<file path="config.mk">
export PLATFORM = sky130hd
export DESIGN_NAME = cmos_gate_tester
export DESIGN_NICKNAME = d
export VERILOG_FILES = /design/src/rtl/cmos_test_pkg.sv /design/src/rtl/settle_timer.sv /design/src/rtl/cmos_gate_tester.sv
export SDC_FILE = /design/constraint.sdc
export NUM_CORES = 1
export LEC_CHECK = 0
export BUFFER_PORTS_ARGS = -buffer_cell sky130_fd_sc_hd__buf_4
export CORE_MARGIN = 1.5
export CORE_UTILIZATION = 58
export CTS_BUF_LIST = sky130_fd_sc_hd__clkbuf_8
export DETAILED_ROUTE_END_ITERATION = 8
export PLACE_DENSITY = 0.8
export SLEW_MARGIN = 5
export SYNTH_ARGS = -nofsm -noshare
export SYNTH_HDL_FRONTEND = slang
export SYNTH_HIERARCHICAL = 1
export SYNTH_SLANG_ARGS = --single-unit
</file>
<file path="constraint.sdc">
create_clock -name clk -period 1.9 [get_ports clk]
set_clock_uncertainty 0.1 [all_clocks]
set_input_delay 0.095 -clock clk [delete_from_list [all_inputs] [get_ports clk]]
set_output_delay 0.095 -clock clk [all_outputs]
set_load 0.02 [all_outputs]
</file>
<file path="src/rtl/cmos_test_pkg.sv">
// Shared types and truth tables for the CMOS gate cell self-test sequencer.
package cmos_test_pkg;

  typedef enum logic [2:0] {
    IDLE   = 3'd0,
    APPLY  = 3'd1,
    SETTLE = 3'd2,
    SAMPLE = 3'd3,
    DONE   = 3'd4
  } state_t;

  localparam logic [3:0] TT_OR2   = 4'b1110;
  localparam logic [3:0] TT_NOR2  = 4'b0001;
  localparam logic [3:0] TT_AND2  = 4'b1000;
  localparam logic [3:0] TT_NAND2 = 4'b0111;

endpackage

</file>
<file path="src/rtl/settle_timer.sv">
// Load / count-down / expire timer spacing vector application from sampling.
module settle_timer #(
  parameter int unsigned CYCLES = 2
) (
  input  logic clk,
  input  logic rst,
  input  logic load,
  input  logic en,
  output logic expire_c
);

  localparam int unsigned W = $clog2(CYCLES + 1);

  logic [W-1:0] cnt;

  // Expires on the last counting cycle so the wait spans exactly CYCLES clocks
  always_ff @(posedge clk or posedge rst) begin
    if (rst) begin
      cnt <= '0;
    end else if (load) begin
      cnt <= W'(CYCLES);
    end else if (en && cnt != '0) begin
      cnt <= cnt - W'(1);
    end
  end

  assign expire_c = (cnt == W'(1));

endmodule

</file>
<file path="src/rtl/cmos_gate_tester.sv">
// Walks every input vector through a gate-under-test, samples after a settle
// time and counts mismatches against an expected truth table.
module cmos_gate_tester
  import cmos_test_pkg::*;
#(
  parameter int unsigned             N_IN          = 2,
  parameter int unsigned             SETTLE_CYCLES = 2,
  parameter logic [(1<<N_IN)-1:0]    EXP_TABLE     = 4'b1110
) (
  input  logic            clk,
  input  logic            rst,
  input  logic            start,
  output logic [N_IN-1:0] dut_in,
  input  logic            dut_out,
  output logic            busy,
  output logic            done,
  output logic            pass,
  output logic [N_IN:0]   err_count,
  output logic            fail_valid,
  output logic [N_IN-1:0] fail_vec
);

  localparam int unsigned CW = N_IN + 1;
  localparam logic [CW-1:0] ERR_MAX  = CW'(1 << N_IN);
  localparam logic [CW-1:0] VEC_LAST = CW'((1 << N_IN) - 1);

  state_t          state, state_nxt;
  logic [CW-1:0]   vec;
  logic            settle_done_c;
  logic            mismatch_c;
  logic            last_c;

  // Case-inequality so a floating or unknown GUT output is flagged
  assign mismatch_c = (dut_out !== EXP_TABLE[vec[N_IN-1:0]]);
  assign last_c     = (vec == VEC_LAST);

  generate
    if (SETTLE_CYCLES > 0) begin : g_timer
      settle_timer #(.CYCLES(SETTLE_CYCLES)) u_settle_timer (
        .clk      (clk),
        .rst      (rst),
        .load     (state == APPLY),
        .en       (state == SETTLE),
        .expire_c (settle_done_c)
      );
    end else begin : g_no_timer
      assign settle_done_c = 1'b1;
    end
  endgenerate

  always_ff @(posedge clk or posedge rst) begin
    if (rst) state <= IDLE;
    else     state <= state_nxt;
  end

  always_comb begin
    state_nxt = state;
    case (state)
      IDLE:    if (start) state_nxt = APPLY;
      APPLY:   state_nxt = (SETTLE_CYCLES == 0) ? SAMPLE : SETTLE;
      SETTLE:  if (settle_done_c) state_nxt = SAMPLE;
      SAMPLE:  state_nxt = last_c ? DONE : APPLY;
      DONE:    state_nxt = IDLE;
      default: state_nxt = IDLE;
    endcase
  end

  // Datapath and registered status outputs
  always_ff @(posedge clk or posedge rst) begin
    if (rst) begin
      vec        <= '0;
      dut_in     <= '0;
      busy       <= 1'b0;
      done       <= 1'b0;
      pass       <= 1'b0;
      err_count  <= '0;
      fail_valid <= 1'b0;
      fail_vec   <= '0;
    end else begin
      done       <= 1'b0;
      fail_valid <= 1'b0;
      case (state)
        IDLE: begin
          if (start) begin
            vec       <= '0;
            err_count <= '0;
            pass      <= 1'b0;
            fail_vec  <= '0;
            busy      <= 1'b1;
          end
        end
        APPLY: dut_in <= vec[N_IN-1:0];
        SAMPLE: begin
          if (mismatch_c) begin
            fail_valid <= 1'b1;
            fail_vec   <= vec[N_IN-1:0];
            if (err_count != ERR_MAX) err_count <= err_count + CW'(1);
          end
          if (!last_c) vec <= vec + CW'(1);
        end
        DONE: begin
          done <= 1'b1;
          pass <= (err_count == '0);
          busy <= 1'b0;
        end
        default: ;
      endcase
    end
  end

endmodule

</file>
==> metrics.txt <==
chip height=44.65 um; RePlAce Congestion=0.7975; post-synthesis instance total=97; most common cell in the synthesized netlist=dfrtp_1; synth top area cells=dfrtp_1 (47%), ha_1 (8.7%), inv_1 (4.1%); DR WL met2=892 um; Worst setup SP type=flip-flop; number of CTS-inserted buffers=3; Gate power share=48.5%; final WL=1.825 mm; IO Count=15; Die X=44.65 um; pwr dens=1384 mW/mm2; nets=132; Mapped Nets=108; Pint=0.001060 W; Post-synth EDFFs=0; Post-Syn Area=0.001006 mm2; crit path kind=reg -> reg; Rel. slew slack=56.75%; Crit Path Max Fanout=4; CP required=1.94 ns; CTS resizes=0; switch share=37.18%; R2R Setup Slk=0.14 ns; share of flip-flops with an asynchronous set or reset=100.0%; status=complete, but fails checks; Root Buffer=clkbuf_8; HP Start=start; FF-to-FF Start=err_count[1]; syn_area_per_cell=10.37 um2; WL met1=832 um; DRC errors left=1; failing checks=design-rule violations; HP Class=in -> reg; Synth top area share=47.26%; CTS tree=yes; vias per cell=5.529; Leakage Power=0.6118 nW; Fin Setup TNS=0 ns; largest area contributor in the netlist=dfrtp_1; fin crit share=92.61%; Total GRT Usage=21.11%; Slew @ Worst Pin=0.6480 ns; DR iter-0 viols=21; Final Critical Period=1.760 ns; drt first pass iters=6; vias in the first global route=715; Worst-Skew Late Latency=0.26 ns; ys flop type=dfrtp_1; DR top layer=met4; Layout Utilization=78.17%; r2r worst-path depth=6; MaxCap Viol Count=0; sequential area share after synthesis=47.26%; Crit. End Element=flip-flop; first-pass GRT wire length=3.029 mm; largest net degree at the start of global routing=18; hpwl dp=1.396 mm; # setup viols final=0; htree depth=1; ratio of cells with drive above 1 in the final layout=26.67%; via count=752; most common library cells after synthesis=dfrtp_1 (19), inv_1 (11), nor2_1 (10), ha_1 (7), o21ai_0 (5); clock sink count=19; final hold violations=0; FF-to-FF End=err_count[0]; Initial Utilization=64.53%; clock network power share=16.7%; Worst EP arrival=1.80 ns; Core Area=0.001559 mm2; I/O Buffers=14; Peak VDD IR=0.0009498 V; remaining antenna violation count=0; Power Total=0.001687 W; clock-pin slew on the worst setup and hold paths=0.07 ns; initial antenna violation count=0; NetSw=0.0006271 W; RSZ-0062 raised after global routing=no; area grow syn2layout=21.14%; library cells used by synthesis=35; CTS Buffer Depth=2; YS warnings=6; maximum clock rate=568.3 MHz; Hold EP=busy; Slew Viols, Final=0; #FFs+latches synth=19; FP Rows=14; Die ar.=0.001993 mm2; wire length per cell=13.42 um; met3 wire len=58 um; # diodes=0; gr ovfl total=0; part of the power in registers=34.8%; Hold Path Depth=3
-- cell type report --
type | count | area [um2]
clock buffer | 3 | 41.29
clock inverter | 1 | 5.005
fill | 105 | 340.3
inverter | 11 | 41.29
multi-input combinational | 64 | 467.9
sequential | 19 | 475.5
tap | 16 | 20.02
timing repair buffer | 22 | 167.7
-- worst max-delay path by stage --
stage                       from            to  slack, ns  cells after the start
global route              vec[0]   fail_vec[0]       0.04                      6
finish              err_count[1]  err_count[0]       0.14                      6
global placement    err_count[1]  err_count[0]       0.16                      6
floorplan           err_count[0]  err_count[0]       0.03                      6
detailed placement  err_count[1]  err_count[0]       0.15                      6
CTS                 err_count[1]  err_count[0]       0.14                      6
-- state kept, by name, indices dropped and copies added (netlist names) --
signal                      cells
err_count                       3
state                           3
vec                             3
dut_in                          2
fail_vec                        2
g_timer.u_settle_timer/cnt      2
busy                            1
done                            1
fail_valid                      1
pass                            1
-- routing by layer --
metal	up-vias	GRT usage, %
met2	19	36.81
li1	375	-
met4	0	11.52
met3	4	1.224
met5	-	0
met1	354	25.79
-- worst max-delay path, cell delays in order, from the launching register on --
cell	delay, ns
dfrtp_1	0.38
inv_1	0.05
ha_1	0.18
and2_1	0.17
o21a_1	0.19
or2_0	0.22
a221o_1	0.35
-- layout by cell type (no fill, tap or decap), types with 2 or more instances in the layout --
| cell type | n |
|---|---|
| o21ai_0 | 5 |
| buf_4 | 21 |
| ha_1 | 7 |
| mux2_2 | 2 |
| o31ai_1 | 2 |
| inv_1 | 11 |
| clkbuf_8 | 3 |
| mux2i_1 | 2 |
| nand2_1 | 4 |
| dfrtp_1 | 19 |
| a22o_1 | 3 |
| nor3_1 | 3 |
| and2_1 | 2 |
| nor2b_1 | 2 |
| a21oi_1 | 3 |
| nor2_1 | 10 |
-- power groups by stage --
stage,combinational [W],sequential (W),clock (W)
global placement,0.000795,0.000590,0
detailed placement,0.000812,0.000594,0
floorplan,0.000525,0.000641,0
CTS,0.000821,0.000587,0.000288
finish,0.000819,0.000586,0.000282
global route,0.000902,0.000601,0.000295
-- stage by stage --
step | area (um2) | hold WS (ns) | std cells | setup WS [ns]
2_1_floorplan | 1006 | -0.2638 | 97 | 0.03157
3_3_place_gp | 1162 | -0.1390 | 131 | 0.1559
3_5_place_dp | 1162 | -0.1342 | 131 | 0.1491
4_1_cts | 1219 | 0.01202 | 136 | 0.1399
5_1_grt | 1219 | 0.06549 | 136 | 0.04201
6_report | 1219 | 0.01512 | 136 | 0.1404
-- kinds of logic after synthesis --
logic type / Yosys count / share of synthesized area [%]
and+or+nand+nor: 32 / 18.04
muxes: 5 / 5.721
xor gates and xnor gates: 1 / 0.8708
DFF: 19 / 47.26
buffers and inverters: 14 / 6.219
AOI/OAI and AO/OA: 19 / 13.18
adders and majority gates: 7 / 8.706
-- what timing repair did --
item,4_1_cts,5_1_grt
hold buffers,1,0
setup buffers,0,0
endpoints found under the hold margin,19,0
No activity file was read; power rests on OpenSTA's default activity.
